--- src/rtl/alarm_mode_controller_pkg.sv ---
// Shared types and digit helpers for the alarm clock mode/edit controller.
// Digit positions index BCD nibbles of a 24-bit HH:MM:SS word, seconds units first.
package alarm_mode_controller_pkg;

    typedef enum logic [1:0] {
        normal_state        = 2'd0,
        time_setting_state  = 2'd1,
        alarm_setting_state = 2'd2
    } state_t;

    localparam logic [2:0] SEC_U  = 3'd0;
    localparam logic [2:0] SEC_T  = 3'd1;
    localparam logic [2:0] MIN_U  = 3'd2;
    localparam logic [2:0] MIN_T  = 3'd3;
    localparam logic [2:0] HOUR_U = 3'd4;
    localparam logic [2:0] HOUR_T = 3'd5;

    localparam int NUM_DIGITS = 6;
    localparam int NUM_ALARMS = 4;

    // Largest legal value of a digit; hours units depends on the current hours tens.
    function automatic logic [3:0] digit_max(input logic [2:0] pos, input logic [3:0] hour_tens);
        logic [3:0] lim;
        case (pos)
            SEC_U, MIN_U: lim = 4'd9;
            SEC_T, MIN_T: lim = 4'd5;
            HOUR_U:       lim = (hour_tens == 4'd2) ? 4'd3 : 4'd9;
            HOUR_T:       lim = 4'd2;
            default:      lim = 4'd9;
        endcase
        return lim;
    endfunction

endpackage

--- src/rtl/alarm_mode_controller_bcd_digit_stepper.sv ---
// Combinational +1/-1 step of one BCD digit of an HH:MM:SS word, wrapping inside the
// digit's range and clamping hours units to 3 whenever the result has hours tens of 2.
module bcd_digit_stepper
    import alarm_mode_controller_pkg::*;
(
    input  logic [23:0] word_i,
    input  logic [2:0]  pos_i,
    input  logic        dir_i,
    output logic [23:0] word_o
);

    logic [3:0]  digit;
    logic [3:0]  lim;
    logic [3:0]  stepped;
    logic [23:0] word_w;

    always_comb begin
        digit = 4'd0;
        for (int i = 0; i < NUM_DIGITS; i++) begin
            if (pos_i == 3'(i)) begin
                digit = word_i[4*i +: 4];
            end
        end

        lim = digit_max(pos_i, word_i[23:20]);

        // An out-of-range digit steps down to the limit rather than to a still-illegal value.
        if (dir_i) begin
            stepped = (digit >= lim) ? 4'd0 : digit + 4'd1;
        end else begin
            stepped = (digit == 4'd0 || digit > lim) ? lim : digit - 4'd1;
        end

        word_w = word_i;
        for (int i = 0; i < NUM_DIGITS; i++) begin
            if (pos_i == 3'(i)) begin
                word_w[4*i +: 4] = stepped;
            end
        end

        if (word_w[23:20] == 4'd2 && word_w[19:16] > 4'd3) begin
            word_w[19:16] = 4'd3;
        end

        word_o = word_w;
    end

endmodule

--- src/rtl/alarm_mode_controller.sv ---
// UI mode/edit controller: turns button pulses into mode, digit/alarm pointers, alarm
// registers and time load strobes; all outputs registered, one cycle after the pulse.
module alarm_mode_controller
    import alarm_mode_controller_pkg::*;
#(
    parameter int unsigned TIMEOUT_CYCLES = 500_000_000
) (
    input  logic        clock,
    input  logic        reset,
    input  logic        btn_mode,
    input  logic        btn_left,
    input  logic        btn_right,
    input  logic        btn_up,
    input  logic        btn_down,
    input  logic        btn_toggle,
    input  logic [23:0] time_data,
    output state_t      state,
    output logic [2:0]  h_ptr,
    output logic [1:0]  v_ptr,
    output logic [95:0] alarm_data,
    output logic [3:0]  is_activated,
    output logic        time_hold,
    output logic        time_load,
    output logic [23:0] time_load_data
);

    localparam int CNT_W = $clog2(TIMEOUT_CYCLES);
    localparam logic [CNT_W-1:0] CNT_LAST = CNT_W'(TIMEOUT_CYCLES - 1);

    state_t                     state_q, state_d;
    logic [2:0]                 h_ptr_q, h_ptr_d;
    logic [1:0]                 v_ptr_q, v_ptr_d;
    logic [NUM_ALARMS-1:0][23:0] alarm_q, alarm_d;
    logic [3:0]                 act_q, act_d;
    logic                       time_hold_q, time_hold_d;
    logic                       time_load_q, time_load_d;
    logic [23:0]                tld_q, tld_d;
    logic [CNT_W-1:0]           cnt_q, cnt_d;

    logic        any_btn;
    logic [23:0] step_src;
    logic [23:0] step_word;

    assign any_btn  = btn_mode | btn_toggle | btn_left | btn_right | btn_up | btn_down;
    assign step_src = (state_q == time_setting_state) ? time_data : alarm_q[v_ptr_q];

    bcd_digit_stepper u_stepper (
        .word_i (step_src),
        .pos_i  (h_ptr_q),
        .dir_i  (btn_up),
        .word_o (step_word)
    );

    always_comb begin
        state_d     = state_q;
        h_ptr_d     = h_ptr_q;
        v_ptr_d     = v_ptr_q;
        alarm_d     = alarm_q;
        act_d       = act_q;
        tld_d       = tld_q;
        time_load_d = 1'b0;
        cnt_d       = cnt_q;

        // Strict priority on raw pulses: a higher pulse masks lower ones even if it has no effect.
        if (btn_mode) begin
            h_ptr_d = SEC_U;
            case (state_q)
                normal_state: begin
                    state_d = time_setting_state;
                    v_ptr_d = 2'd0;
                end
                time_setting_state: begin
                    state_d = alarm_setting_state;
                    v_ptr_d = 2'd0;
                end
                alarm_setting_state: begin
                    if (v_ptr_q == 2'd3) begin
                        state_d = normal_state;
                        v_ptr_d = 2'd0;
                    end else begin
                        v_ptr_d = v_ptr_q + 2'd1;
                    end
                end
                default: begin
                    state_d = normal_state;
                    v_ptr_d = 2'd0;
                end
            endcase
        end else if (btn_toggle) begin
            if (state_q == alarm_setting_state) begin
                act_d[v_ptr_q] = ~act_q[v_ptr_q];
            end
        end else if (btn_left || btn_right) begin
            if (state_q != normal_state) begin
                if (btn_left) begin
                    h_ptr_d = (h_ptr_q == HOUR_T) ? SEC_U : h_ptr_q + 3'd1;
                end else begin
                    h_ptr_d = (h_ptr_q == SEC_U) ? HOUR_T : h_ptr_q - 3'd1;
                end
            end
        end else if (btn_up || btn_down) begin
            if (state_q == time_setting_state) begin
                tld_d       = step_word;
                time_load_d = 1'b1;
            end else if (state_q == alarm_setting_state) begin
                alarm_d[v_ptr_q] = step_word;
            end
        end

        // Timeout only fires on a quiet cycle, so it never collides with a button action.
        if (state_q == normal_state || any_btn) begin
            cnt_d = '0;
        end else if (cnt_q == CNT_LAST) begin
            state_d = normal_state;
            h_ptr_d = SEC_U;
            v_ptr_d = 2'd0;
            cnt_d   = '0;
        end else begin
            cnt_d = cnt_q + CNT_W'(1);
        end

        time_hold_d = (state_d == time_setting_state);
    end

    always_ff @(posedge clock) begin
        if (reset) begin
            state_q     <= normal_state;
            h_ptr_q     <= '0;
            v_ptr_q     <= '0;
            alarm_q     <= '0;
            act_q       <= '0;
            time_hold_q <= 1'b0;
            time_load_q <= 1'b0;
            tld_q       <= '0;
            cnt_q       <= '0;
        end else begin
            state_q     <= state_d;
            h_ptr_q     <= h_ptr_d;
            v_ptr_q     <= v_ptr_d;
            alarm_q     <= alarm_d;
            act_q       <= act_d;
            time_hold_q <= time_hold_d;
            time_load_q <= time_load_d;
            tld_q       <= tld_d;
            cnt_q       <= cnt_d;
        end
    end

    assign state          = state_q;
    assign h_ptr          = h_ptr_q;
    assign v_ptr          = v_ptr_q;
    assign alarm_data     = alarm_q;
    assign is_activated   = act_q;
    assign time_hold      = time_hold_q;
    assign time_load      = time_load_q;
    assign time_load_data = tld_q;

    a_h_ptr_range: assert property (@(posedge clock) disable iff (reset) h_ptr_q <= HOUR_T);
    a_load_in_hold: assert property (@(posedge clock) disable iff (reset) time_load_q |-> time_hold_q);

endmodule

--- config.mk ---
export PLATFORM = sky130hd
export DESIGN_NAME = alarm_mode_controller
export DESIGN_NICKNAME = d
export VERILOG_FILES = /design/src/rtl/alarm_mode_controller_pkg.sv /design/src/rtl/alarm_mode_controller_bcd_digit_stepper.sv /design/src/rtl/alarm_mode_controller.sv
export SDC_FILE = /design/constraint.sdc
export NUM_CORES = 1
export LEC_CHECK = 0
export ABC_AREA = 1
export BUFFER_PORTS_ARGS = -buffer_cell sky130_fd_sc_hd__buf_4
export CELL_PAD_IN_SITES_DETAIL_PLACEMENT = 1
export CELL_PAD_IN_SITES_GLOBAL_PLACEMENT = 2
export CORE_MARGIN = 3
export CORE_UTILIZATION = 30
export DETAILED_ROUTE_END_ITERATION = 16
export GPL_ROUTABILITY_DRIVEN = 0
export PLACE_DENSITY = 0.9
export REMOVE_ABC_BUFFERS = 1
export SYNTH_ARGS = -nofsm -noshare
export SYNTH_HDL_FRONTEND = slang
export SYNTH_SLANG_ARGS = --single-unit
--- constraint.sdc ---
create_clock -name clock -period 3.65 [get_ports clock]
set_input_delay 0.73 -clock clock [delete_from_list [all_inputs] [get_ports clock]]
set_output_delay 0.73 -clock clock [all_outputs]
set_load 0.02 [all_outputs]
Word level (Yosys, flattened, before mapping)
Cells that the tools add are included.

storage, ports and cells
  flip-flop bits (word level) = 162
  input bits = 32
  output and inout port bits = 133

operators by class
  add/sub/neg operators = 6
  magnitude comparators = 5
  equality and inequality tests = 12
  multiplexer cells = 49
  bitwise logic cells = 11
  reduce and logical (&&, ||, !) cells = 16

operators with widths
  cell                                            count
  bitwise mux 96 bit                              1
  2-to-1 mux 24 bit                               3
  2-to-1 mux 4 bit                                17
  binary-select mux 24 bit (select 2 bit)         1
  demux 24 bit (select 2 bit)                     1
  adder 29 x 1 -> 29 bit (second input constant)  1
  == test 29 bit (second input constant)          1
  2-to-1 mux 3 bit                                9
  2-to-1 mux 2 bit                                9
  one-hot mux 4 bit (3 select lines)              1
  == test 4 x 2 -> 1 bit (second input constant)  2
  == test 3 x 2 -> 1 bit (second input constant)  2
  == test 3 bit (second input constant)           2
  NOT 1 bit                                       6
  one-hot mux 2 bit (3 select lines)              1
  AND reduction 6 bit                             1
  bitwise OR 1 bit                                5
  AND reduction 5 bit                             1
  OR reduction 5 bit                              1
  adder 4 x 1 -> 4 bit (second input constant)    1
  bitwise mux 4 bit                               1
  == test 2 x 1 -> 1 bit (second input constant)  2
  == test 2 bit (second input constant)           2
  >= comparator 4 bit                             1
  21 further kinds                                27

Depth between registers and ports, before layout
Gate-level depths: netlist (run 1).

  depth after elaboration = 18
  depth in mapped cells = 32

By module
A second synthesis (run 1) with hierarchy kept.

second synthesis, totals
  cells, all modules = 1259
  area, all modules = 8580.7 um^2

modules (own cells, without submodules)
  module                 instances  cells an instance  area each (um^2)  seq. area each (um^2)
  alarm_mode_controller  1          1059               7449.6            3243.1
  bcd_digit_stepper      1          200                1131.1            0.0

Worst setup path after synthesis (run 1)
OpenSTA, ideal clock, no wires.

  path kind = reg2reg
  from = register h_ptr_q[0], in the netlist h_ptr[0]
  to = register alarm_q, in the netlist alarm_data[65]
  setup time = 0.109 ns
  arrival time = 3.373 ns
  data required time = 3.541 ns
  slack = 0.168 ns
  stages on the path, launching flop included = 28
  buffers on the path = 2
  period minus slack after synthesis = 3.482 ns
  path through = dfxtp_1 -> nand2_1 -> inv_1 -> ha_1 -> clkbuf_1 -> clkinv_1 -> nand2_1 -> nand2_1 -> nand2_1 -> o21ai_4 -> ha_1 -> nand2_1 -> inv_1 -> a221oi_1 -> inv_1 -> nand2_1 -> nand2_2 -> nand2_2 -> nand3_2 -> nand2_4 -> nand2_1 -> nand2_1 -> nand3_1 -> nand3_2 -> buf_6 -> nand3_1 -> nand2_1 -> inv_1

on the way
  longest elaborated chain between the ends = 16
  elaborated cells on any way between the ends = 30
  those cells by class = add/sub: 2; order compare: 3; eq/ne: 6; mux: 14; reduce/logical: 5

RTL lines
  element                                                                       RTL line                                       RTL
  from (decl)                                                                   alarm_mode_controller.sv:31                    logic [2:0] h_ptr_q, h_ptr_d;
  from (signal assigned)                                                        alarm_mode_controller.sv:138                   h_ptr_q <= h_ptr_d;
  zero test 3 bit                                                               alarm_mode_controller_bcd_digit_stepper.sv:20  if (pos_i == 3'(i)) begin
  2-to-1 mux 4 bit (6 in series)                                                alarm_mode_controller_bcd_digit_stepper.sv:20
  > comparator 4 bit / zero test 4 bit (equally long branches)                  alarm_mode_controller_bcd_digit_stepper.sv:31  stepped = (digit == 4'd0 || digit > lim) ? lim : digit - 4'd1;
  logical OR 1 bit                                                              alarm_mode_controller_bcd_digit_stepper.sv:31
  2-to-1 mux 4 bit                                                              alarm_mode_controller_bcd_digit_stepper.sv:31
  2-to-1 mux 4 bit                                                              alarm_mode_controller_bcd_digit_stepper.sv:28  if (dir_i) begin
  2-to-1 mux 4 bit                                                              alarm_mode_controller_bcd_digit_stepper.sv:36  if (pos_i == 3'(i)) begin
  > comparator 4 x 2 -> 1 bit / == test 4 x 2 -> 1 bit (equally long branches)  alarm_mode_controller_bcd_digit_stepper.sv:41  if (word_w[23:20] == 4'd2 && word_w[19:16] > 4'd3) begin
  logical AND 1 bit                                                             alarm_mode_controller_bcd_digit_stepper.sv:41
  2-to-1 mux 4 bit (*)                                                          alarm_mode_controller_bcd_digit_stepper.sv:41
  bitwise mux 96 bit (*)                                                        alarm_mode_controller.sv:106                   alarm_d[v_ptr_q] = step_word;
  to (signal assigned)                                                          alarm_mode_controller.sv:140                   alarm_q <= alarm_d;
  to (decl)                                                                     alarm_mode_controller.sv:33                    logic [NUM_ALARMS-1:0][23:0] alarm_q, alarm_d;

Mark *: on every way between the ends. The rest lies on a longest branch, timed or not.
A chain may end at the register's enable or synchronous reset.

Worst setup path after layout (run 1)
  from = register v_ptr_q[0], in the netlist v_ptr[0]
  to = register alarm_q, in the netlist alarm_data[88]

on the way
  longest elaborated chain between the ends = 18
  elaborated cells on any way between the ends = 33
  those cells by class = add/sub: 2; order compare: 5; eq/ne: 2; mux: 20; reduce/logical: 4

RTL lines
  element                                                                       RTL line                                       RTL
  from (decl)                                                                   alarm_mode_controller.sv:32                    logic [1:0] v_ptr_q, v_ptr_d;
  from (signal assigned)                                                        alarm_mode_controller.sv:139                   v_ptr_q <= v_ptr_d;
  binary-select mux 24 bit (select 2 bit)                                       alarm_mode_controller.sv:45                    assign step_src = (state_q == time_setting_state) ? time_data : alarm_q[v_ptr_q];
  2-to-1 mux 24 bit (implied by the code)                                       alarm_mode_controller.sv:45
  2-to-1 mux 24 bit                                                             alarm_mode_controller.sv:45
  2-to-1 mux 4 bit (6 in series)                                                alarm_mode_controller_bcd_digit_stepper.sv:20
  > comparator 4 bit / zero test 4 bit (equally long branches)                  alarm_mode_controller_bcd_digit_stepper.sv:31
  logical OR 1 bit                                                              alarm_mode_controller_bcd_digit_stepper.sv:31
  2-to-1 mux 4 bit                                                              alarm_mode_controller_bcd_digit_stepper.sv:31
  2-to-1 mux 4 bit                                                              alarm_mode_controller_bcd_digit_stepper.sv:28
  2-to-1 mux 4 bit                                                              alarm_mode_controller_bcd_digit_stepper.sv:36
  > comparator 4 x 2 -> 1 bit / == test 4 x 2 -> 1 bit (equally long branches)  alarm_mode_controller_bcd_digit_stepper.sv:41
  logical AND 1 bit                                                             alarm_mode_controller_bcd_digit_stepper.sv:41
  2-to-1 mux 4 bit                                                              alarm_mode_controller_bcd_digit_stepper.sv:41
  bitwise mux 96 bit (*)                                                        alarm_mode_controller.sv:106

Mark *: on every way between the ends. The rest lies on a longest branch, timed or not. The select of a mux whose other input is x is not followed.

==> reports/metrics.csv, run 1 <==
stage,metric,value,unit
run_status,run_status,finished with violations,
run_status,violations,negative setup slack,
logic_synthesis,synth_top_area_cell,dfxtp_1,
layout,final_common_cell,buf_4,
layout,most-common-layout-cells,"235 x buf_4, 164 x nand2_1, 158 x dfxtp_1, 140 x a21oi_1, 138 x o21ai_0",
timing,worst_pin_slew,0.706,ns
route,wl_per_cell,20.0,µm
power,cellPowerDensity,379,nW/µm²
clock_network,cts.clk_slew.worst_paths,0.07,ns
timing,rsz0062_at_grt,yes,
logic_synthesis,syn_area,8130,µm²
layout,area_growth,43.4,%
timing,maxClockFrequency,0.259,GHz
layout,drive_gt1_share,32.8,%
clock_network,cts.sinks,162,
logic_synthesis,async_flop_share,0,%
global_routing,grt_max_degree,68,
clock_network,numCtsBuffers,17,
layout,diodes,0,
placed_design,dp.cells,1654,
power,combPwrFrac,17.1,%
setup_path,cp_slowest_cell,dfxtp_4,
logic_synthesis,synth.area.top_cells,"dfxtp_1 40%, a21oi_1 9.1%, o21ai_0 9.0%",
logic_synthesis,ys_ff_latch,162,
setup_path,startpoint_type,flip-flop,
layout,post-route-util,44.2,%
timing,skew,0.0155,ns
floorplan,num_rows,59,
hold_path,min_path_type,flip-flop to flip-flop,
placed_design,place_ws,-0.181,ns
global_routing,grt.overflow.total,0,
global_routing,track_usage,21.0,%
power,leakagePower,5.02,nW
placed_design,dp_hpwl,22500,µm
global_routing,antenna_found_initial,0,
route,routed_wl,34500,µm
clock_network,cts-hold-fix-buffers,0,
power,seqPwrFrac,40.4,%
timing,setup-violations-final,81,
timing,period_share,106,%
clock_network,clock_path_buffers,2,
layout,final_nets,1418,
flow_run,drv_cap,0,
clock_network,cts_tree,yes,
layout,instances_no_fill,1722,
setup_path,cp_common_cell,nand2_4,
route,drtIter0Drc,687,
logic_synthesis,yosys_most_used_dff,dfxtp_1,
floorplan,die_h,171,µm
setup_path,path_max_fanout,6,
logic_synthesis,yosysUniqueCellTypes,47,
clock_network,h-tree-depth,4,
timing,slew_headroom,52.8,%
timing,hold_viol,0,
setup_path,crit_required,3.99,ns
timing,finalCriticalPeriod,3.87,ns
floorplan,io_pins,165,
placed_design,io_buffers,164,
logic_synthesis,seq_area_frac_synth,39.9,%
route,vias,9086,
timing,finalMaxSlewViolations,0,
clock_network,insertion_delay,0.44,ns
power,ir_worst_vdd,246,µV
route,via_per_inst,5.28,
logic_synthesis,avgSynthCellArea,7.07,µm²
logic_synthesis,synth_top_area_share,39.9,%
power,clkPwrFrac,42.5,%
logic_synthesis,synth_edf_count,0,
power,p_sw,1.35,mW
clock_network,cts.root.buffer_cell,clkbuf_16,
floorplan,fp.dieW,171,µm
setup_path,max_stage_delay,0.38,ns
route,drt_pass1_iterations,5,
route,ant_nets,0,
setup_path,crit_path_end_kind,flip-flop,
power,switching_share,30.6,%
power,intPower,3.06,mW
global_routing,grt_pass1_wl,48100,µm
floorplan,core_area,26400,µm²
timing,setup_ws,-0.215,ns
global_routing,grt_pass1_vias,8537,
floorplan,initial_core_util,30.8,%
route,drc,0,
logic_synthesis,synthCells,1150,
setup_path,path_class,flip-flop to flip-flop,
logic_synthesis,ys_warn_count,0,
floorplan,die_area,29100,µm²
setup_path,crit_arrival,4.20,ns
==> critical path, delay by kind of cell (launching register included) <==
kind	cells	cell delay, ns
adder cells (fa/ha/maj)	1	0.21
flip-flops	1	0.38
AO/OA/AOI/OAI	3	0.50
buffers and inverters	8	1.02
AND/OR/NAND/NOR	18	1.68
==> power by group through the flow <==
stage	clock network [mW]	logic (mW)	registers [mW]
after floorplan	0	0.290	1.84
after global placement	0	0.562	1.82
after detailed placement	0	0.574	1.82
after CTS	1.91	0.597	1.78
after global routing	2.00	0.798	1.78
final	1.88	0.754	1.78
==> metrics by stage <==
stage	power (mW)	hold WS (ns)	TNS (ns)	area (µm²)
2_1_floorplan	2.13	0.418	-76.56	7790
3_3_place_gp	2.39	0.433	-2.05	10100
3_5_place_dp	2.40	0.442	-5.77	10100
4_1_cts	4.29	0.458	0	10900
5_1_grt	4.58	0.496	-24.49	11700
6_report	4.41	0.452	-7.24	11700
==> path summary, 6_finish.rpt <==
check | from | end | slack [ns] | depth (start not counted)
setup / recovery | v_ptr[0]$_SDFF_PP0_ | alarm_data[88]$_SDFFE_PP0P_ | -0.22 | 30
hold / removal | cnt_q[0]$_SDFF_PP0_ | cnt_q[0]$_SDFF_PP0_ | 0.45 | 1
setup reg to reg | v_ptr[0]$_SDFF_PP0_ | alarm_data[88]$_SDFFE_PP0P_ | -0.22 | 30
hold reg to reg | cnt_q[0]$_SDFF_PP0_ | cnt_q[0]$_SDFF_PP0_ | 0.45 | 1
==> per-layer routing <==
layer,up-vias,GRT usage [%],part of all wire (%)
li1,4335,-,-
met1,4462,29.0,45
met2,237,34.2,48
met3,52,3.26,4.0
met4,0,5.50,2.5
met5,-,0,0
==> logic make-up after synthesis <==
| family | count (synthesis) | share of synthesized area (%) |
|---|---|---|
| muxes | 1 | 0.123 |
| xor gates and xnor gates | 3 | 0.323 |
| adders and majority gates | 12 | 1.85 |
| and+or+nand+nor | 448 | 25.6 |
| DFF | 162 | 39.9 |
| buffers and inverters | 176 | 9.45 |
| AOI/OAI and AO/OA | 348 | 22.7 |
==> cell usage after synthesis (2+ instances only) <==
cell / n
or2_2: 14
nor3_2: 5
o22ai_1: 4
nand4_1: 10
o311ai_0: 2
buf_6: 10
nor3_1: 8
or2_1: 2
buf_4: 5
o21ai_2: 2
inv_1: 98
nand2_2: 7
nor2_4: 3
a21oi_1: 148
inv_4: 2
o21ai_1: 11
nor4_1: 5
nor3b_1: 4
nand3_2: 10
o21ai_0: 146
o211ai_1: 3
nor2_1: 101
nand3_1: 86
dfxtp_1: 162
buf_2: 7
clkbuf_1: 41
nand2_1: 184
nor2_2: 4
ha_1: 12
a31oi_1: 16
clkinv_1: 2
xor2_1: 2
inv_2: 11
o21a_1: 10
==> repair_timing <==
item / CTS / global route
endpoints found under the setup margin: 100 / 115
setup buffers: 4 / 21
resized for setup: 21 / 116
gates cloned: 3 / 8
pin swaps: 4 / 38
hold endpoints to repair: 0 / 0
==> state kept, by name (all words and copies together) (netlist names) <==
name / flops
is_activated: 4
alarm_data: 96
cnt_q: 29
state: 2
h_ptr: 3
time_load: 1
time_hold: 1
time_load_data: 24
v_ptr: 2
==> cell type report <==
cell class / instances / area [µm²]
clock buffers: 18 / 439
multi-input cells: 812 / 4590
flip-flops and latches: 162 / 3250
repair buffers: 263 / 2290
clock inverters: 14 / 160
well taps: 335 / 419
repair inverters: 5 / 58.8
fillers: 3261 / 14700
inverters: 113 / 445
No activity file was read; power rests on OpenSTA's default activity.
==> run 2: changes to the inputs <==
--- a/config.mk
+++ b/config.mk
@@ -13,5 +13,6 @@
 export CORE_UTILIZATION = 30
+export CTS_CLUSTER_SIZE = 25
 export DETAILED_ROUTE_END_ITERATION = 16
 export GPL_ROUTABILITY_DRIVEN = 0
-export PLACE_DENSITY = 0.9
+export PLACE_DENSITY_LB_ADDON = 0.1
 export REMOVE_ABC_BUFFERS = 1
--- a/constraint.sdc
+++ b/constraint.sdc
@@ -3,2 +3,2 @@
 set_output_delay 0.73 -clock clock [all_outputs]
-set_load 0.02 [all_outputs]
+set_load 0.01 [all_outputs]
==> run 2 against run 1 <==
  * The flow still finishes with violations (negative setup slack)
  * Final area is 0.19% lower
  * Sequential share of layout area hardly changed
  * Combinational power is 4.2% lower
  * Count of clock-buffer cells in the layout stayed put
  * Register-to-register slack better by 0.19 ns
  * Maximum frequency is 5.3% higher
  * Clock skew is 0.0020 ns lower
  * Utilization is 0.085 points lower
  * Critical path depth is 1 higher
  * Critical endpoint is now time_load_data[16]$_SDFFE_PP0P_
  * Largest cell class unchanged
  * Largest power group unchanged
==> reports/metrics.csv, run 2 (synthesized netlist as in run 1, its figures left out) <==
stage,metric,value,unit,change
timing,hold_viol,0,,unchanged
setup_path,cp_slowest_cell,dfxtp_4,,
hold_path,min_path_type,flip-flop to flip-flop,,
layout,final_nets,1431,,+0.92%
timing,period_share,101,%,-5.3 points
floorplan,die_h,171,µm,unchanged
floorplan,io_pins,165,,unchanged
clock_network,clock_path_buffers,2,,unchanged
timing,worst_pin_slew,0.723,ns,+0.0170 ns
timing,fin_tns_setup,-0.0465,ns,+7.20 ns
timing,rsz0062_at_grt,yes,,
layout,design_area,11600,µm²,-0.19%
run_status,run_status,finished with violations,,
route,drt_pass1_iterations,5,,unchanged
timing,slew_headroom,51.7,%,-1.1 points
timing,skew,0.0135,ns,-0.00196 ns
route,ant_nets,0,,unchanged
route,wl_per_cell,18.8,µm,-5.9%
global_routing,track_usage,20.9,%,-0.11 points
clock_network,cts.clk_slew.worst_paths,0.07,ns,about the same
clock_network,numCtsBuffers,17,,unchanged
floorplan,core_area,26400,µm²,unchanged
power,cellPowerDensity,373,nW/µm²,-1.4%
timing,finalMaxSlewViolations,0,,unchanged
global_routing,grt.overflow.total,0,,unchanged
setup_path,crit_arrival,4.06,ns,-0.14 ns
layout,instances_no_fill,1735,,+0.75%
route,vias,8666,,-4.6%
layout,drive_gt1_share,33.4,%,+0.55 points
setup_path,path_buf_inv,7,,-1
setup_path,crit_path_end_kind,flip-flop,,
global_routing,antenna_found_initial,0,,unchanged
floorplan,num_rows,59,,unchanged
setup_path,max_stage_delay,0.46,ns,+0.08 ns
timing,finalCriticalPeriod,3.67,ns,-0.193 ns
setup_path,path_class,flip-flop to flip-flop,,
floorplan,fp.dieW,171,µm,unchanged
setup_path,cpLargestDelayFamily,simple AND/OR/NAND/NOR gates,,
route,routed_wl,32700,µm,-5.1%
global_routing,grt_pass1_wl,48000,µm,-0.24%
clock_network,cts.root.buffer_cell,clkbuf_16,,
flow_run,drv_cap,0,,unchanged
route,drtIter0Drc,409,,-40%
clock_network,cts-hold-fix-buffers,0,,unchanged
clock_network,cts.sinks,162,,unchanged
route,drc,0,,unchanged
global_routing,grt_max_degree,52,,-24%
layout,diodes,0,,unchanged
placed_design,io_buffers,164,,unchanged
clock_network,cts_tree,yes,,
timing,maxClockFrequency,0.272,GHz,+5.3%
power,leakagePower,5.03,nW,+0.16%
power,ir_worst_vdd,285,µV,+16%
placed_design,place_ws,-0.351,ns,-0.170 ns
layout,area_growth,43.1,%,
layout,most-common-layout-cells,"253 x buf_4, 164 x nand2_1, 159 x dfxtp_1, 137 x o21ai_0, 132 x a21oi_1",,
layout,post-route-util,44.1,%,-0.085 points
setup_path,startpoint_type,flip-flop,,
timing,setup_ws,-0.0222,ns,+0.193 ns
timing,setup-violations-final,3,,-96%
setup_path,path_max_fanout,8,,+2
timing,hold_slack,0.454,ns,+0.00203 ns
floorplan,initial_core_util,30.8,%,unchanged
route,via_per_inst,4.99,,-5.3%
setup_path,crit_required,4.04,ns,+0.05 ns
placed_design,dp.cells,1677,,+1.4%
run_status,violations,negative setup slack,,
global_routing,grt_pass1_vias,8380,,-1.8%
clock_network,h-tree-depth,4,,unchanged
layout,final_common_cell,buf_4,,
floorplan,die_area,29100,µm²,unchanged
setup_path,cp_common_cell,nand2_2,,
clock_network,insertion_delay,0.43,ns,about the same
placed_design,place_area,10300,µm²,+1.5%
power,total_power,4.34,mW,-1.5%
placed_design,dp_hpwl,22600,µm,+0.81%
layout,largest_reg_flops,96,,unchanged
## run 2: cell type report
class                   count  area, µm²
clock buffers              18        439
repair buffers            280       2390
flip-flops and latches    162       3250
repair inverters            1       8.76
multi-input cells         812       4540
fillers                  3212      14700
inverters                 113        442
clock inverters            14        143
well taps                 335        419
## run 2: timing repair
item,CTS,global route
resized for setup,15,110
endpoints found under the hold margin,0,0
endpoints found under the setup margin,94,114
buffers inserted,0,20
cloned,0,6
pin swaps,2,38
## run 2: worst reg2reg max path, delay by kind of cell, from the launching register on
kind / cells / cell delay [ns]
simple gates: 21 / 1.91
buf+inv: 7 / 0.72
flops: 1 / 0.46
compound gates: 2 / 0.36
fa+ha+maj: 1 / 0.21
## run 2: power breakdown
group          switching [mW]  internal (mW)
registers             0.00671           1.77
clock network           0.857          0.984
logic                   0.430          0.291
total                    1.29           3.05
## run 2: final timing paths
path / from / endpoint / slack [ns] / depth (start not counted)
min: cnt_q[0]$_SDFF_PP0_ / cnt_q[0]$_SDFF_PP0_ / 0.45 / 1
max reg2reg: v_ptr[0]$_SDFF_PP0_ / time_load_data[16]$_SDFFE_PP0P_ / -0.02 / 31
min reg2reg: cnt_q[0]$_SDFF_PP0_ / cnt_q[0]$_SDFF_PP0_ / 0.45 / 1
max: v_ptr[0]$_SDFF_PP0_ / time_load_data[16]$_SDFFE_PP0P_ / -0.02 / 31
## run 2: metal layers
metal  up-vias  wire length, µm  global-route usage [%]
met1      4129            16500                    30.8
met2       170            14500                    32.0
met4         0              335                    4.51
li1       4347                -                       -
met3        20             1340                    3.40
met5         -                0                       0
==> run 3: changes to the inputs <==
- ABC_CLOCK_PERIOD_IN_PS: not set -> 3650
- CORE_ASPECT_RATIO: not set -> 0.7
==> run 3 against run 2 <==
  * Highest routed layer unchanged
  * Final area up 1.5%
  * Sequential power about the same
  * Maximum frequency up 0.69%
  * Final cell count up 1.3%
  * Non-clock buffer count up 1
  * Worst hold slack worse by 0.0052 ns
  * The run now ends clean
  * Worst setup slack better by 0.025 ns
  * Clock power up 8%
  * Combinational power up 6.6%
  * Register-to-register slack better by 0.03 ns
==> reports/metrics.csv, run 3 (synthesized netlist as in run 1, its figures left out) <==
stage,metric,value,unit,change
power,total_power,4.55,mW,+4.7%
floorplan,die_h,144,µm,-16%
layout,post-route-util,45.1,%,+0.96 points
route,via_per_inst,5.03,,+0.75%
layout,largest_reg_flops,96,,unchanged
timing,finalCriticalPeriod,3.65,ns,-0.0250 ns
route,vias,8842,,+2.0%
layout,n_fill_cell,3226,,+0.44%
global_routing,grt_util_met3,4.14,%,+0.75 points
placed_design,io_buffers,164,,unchanged
setup_path,r2r_end,alarm_data[65]$_SDFFE_PP0P_,,
setup_path,crit_path_end_kind,flip-flop,,
clock_network,cts.root.buffer_cell,clkbuf_16,,
power,intPower,3.31,mW,+8.6%
power,cellPowerDensity,385,nW/µm²,+3.1%
hold_path,min_from,cnt_q[0]$_SDFF_PP0_,,
hold_path,min_path_type,flip-flop to flip-flop,,
power,ir_worst_vdd,324,µV,+14%
power,seqPwrFrac,39.2,%,-1.8 points
floorplan,num_rows,49,,-17%
layout,final_common_cell,buf_4,,
timing,slew_headroom,55.4,%,+3.7 points
floorplan,fp.dieW,203,µm,+19%
setup_path,cp_slowest_cell,dfxtp_4,,
route,drt_pass1_iterations,5,,unchanged
power,p_sw,1.23,mW,-4.7%
global_routing,busiest_layer,met1,,
route,routed_wl,33900,µm,+3.8%
layout,final_nets,1432,,+0.070%
power,clkPwrFrac,43.9,%,+1.5 points
layout,area_growth,45.2,%,
setup_path,crit_arrival,3.99,ns,-0.07 ns
setup_path,max_stage_delay,0.38,ns,-0.08 ns
clock_network,cts.clk_slew.worst_paths,0.06,ns,about the same
clock_network,clock_path_buffers,2,,unchanged
route,wl_per_cell,19.3,µm,+2.5%
clock_network,cts-hold-fix-buffers,0,,unchanged
global_routing,grt_pass1_wl,51400,µm,+7.1%
setup_path,startpoint_type,flip-flop,,
layout,most-common-layout-cells,"255 x buf_4, 168 x nand2_1, 160 x dfxtp_1, 141 x o21ai_0, 116 x a21oi_1",,
clock_network,h-tree-depth,4,,unchanged
global_routing,grt_use_met2,31.9,%,-0.15 points
setup_path,r2r_start,v_ptr[0]$_SDFF_PP0_,,
power,combPwrFrac,16.9,%,+0.3 points
global_routing,grt_use_met1,35.7,%,+5.0 points
global_routing,antenna_found_initial,0,,unchanged
timing,skew,0.0109,ns,-0.00263 ns
clock_network,numCtsBuffers,17,,unchanged
power,switching_share,27.1,%,-2.7 points
power,leakagePower,5.06,nW,+0.52%
timing,period_share,99.9,%,-0.69 points
setup_path,path_class,flip-flop to flip-flop,,
run_status,run_status,completed,,
floorplan,core_area,26200,µm²,-0.66%
setup_path,r2r_slack,0.003,ns,+0.03 ns
clock_network,cts_tree,yes,,
timing,finalMaxSlewViolations,0,,unchanged
flow_run,drv_cap,0,,unchanged
timing,rsz0062_at_grt,yes,,
layout,drive_gt1_share,33.4,%,+0.071 points
floorplan,initial_core_util,31.0,%,+0.21 points
placed_design,dp_hpwl,23700,µm,+4.7%
hold_path,worstHoldPathCells,1,,unchanged
setup_path,crit_required,3.99,ns,-0.05 ns
route,ant_nets,0,,unchanged
setup_path,path_max_fanout,6,,-2
timing,hold_viol,0,,unchanged
layout,diodes,0,,unchanged
timing,hold_slack,0.449,ns,-0.00516 ns
hold_path,worstHoldEndpoint,cnt_q[0]$_SDFF_PP0_,,
global_routing,grt.overflow.total,0,,unchanged
clock_network,cts.sinks,162,,unchanged
global_routing,track_usage,22.8,%,+1.9 points
global_routing,grt_max_degree,67,,+29%
timing,worst_pin_slew,0.670,ns,-0.0533 ns
route,drc,0,,unchanged
timing,setup-violations-final,0,,-3
route,drtIter0Drc,546,,+33%
setup_path,cp_common_cell,nand2_1,,
global_routing,grt_pass1_vias,8556,,+2.1%
floorplan,io_pins,165,,unchanged
setup_path,rr_worst_depth,30,,-3.2%
clock_network,insertion_delay,0.44,ns,about the same
floorplan,die_area,29100,µm²,+0.10%
timing,maxClockFrequency,0.274,GHz,+0.69%
-- run 3: how the worst max path moves through the flow --
stage                        start                              end  slack [ns]  depth (start not counted)
5_1_grt        v_ptr[0]$_SDFF_PP0_      alarm_data[17]$_SDFFE_PP0P_       -0.22                         31
6_report       v_ptr[0]$_SDFF_PP0_      alarm_data[65]$_SDFFE_PP0P_       0.003                         30
4_1_cts        v_ptr[0]$_SDFF_PP0_      alarm_data[62]$_SDFFE_PP0P_   0.0000009                         24
3_3_place_gp         time_data[11]      alarm_data[51]$_SDFFE_PP0P_       -0.15                         23
2_1_floorplan  v_ptr[0]$_SDFF_PP0_  time_load_data[18]$_SDFFE_PP0P_       -0.77                         23
3_5_place_dp          time_data[5]      alarm_data[67]$_SDFFE_PP0P_       -0.23                         25
-- run 3: timing repair --
item	CTS	global route
gates cloned	1	1
pin swaps	7	35
setup buffers	5	15
gates resized for setup	29	113
setup endpoints to repair	108	115
-- run 3: stage by stage --
step	TNS (ns)	instance area [µm²]	setup slack, ns	std cells
3_5_place_dp	-14.34	10400	-0.225	1705
4_1_cts	0	11200	0.000000888	1742
2_1_floorplan	-66.76	7790	-0.765	1087
6_report	0	11800	0.00285	1757
5_1_grt	-13.51	11800	-0.216	1757
3_3_place_gp	-5.62	10400	-0.151	1705
-- run 3: per-layer routing --
metal  vias to the layer above  wire, µm  share of wire, %
met2                       211     13600                40
met4                         0       330              0.97
met3                        17      1600               4.7
li1                       4339         -                 -
met5                         -         0                 0
met1                      4275     18400                54
-- run 3: worst max-delay path, delay by kind of cell (launching register included) --
| kind | cells | cell delay [ns] |
|---|---|---|
| buffers and inverters | 9 | 0.99 |
| AO/OA/AOI/OAI | 3 | 0.44 |
| AND/OR/NAND/NOR | 17 | 1.52 |
| adder cells (fa/ha/maj) | 1 | 0.22 |
| flip-flops | 1 | 0.38 |
-- run 3: area by class of cell --
cell class                 count  area (µm²)  area share (%)
clock buffer                  22         454            3.85
timing repair inverter         1        8.76          0.0742
timing repair buffer         281        2360            20.0
sequential                   162        3250            27.5
inverter                     113         460            3.90
clock inverter                 9         180            1.53
tap                          357         447            3.78
multi-input combinational    812        4650            39.4
-- run 3: power by group through the flow --
| stage | registers (mW) | logic [mW] | clock network [mW] |
|---|---|---|---|
| finish | 1.78 | 0.770 | 1.99 |
| global route | 1.78 | 0.826 | 2.11 |
| detailed placement | 1.82 | 0.599 | 0 |
| global placement | 1.82 | 0.594 | 0 |
| CTS | 1.78 | 0.632 | 2.05 |
| floorplan | 1.83 | 0.290 | 0 |
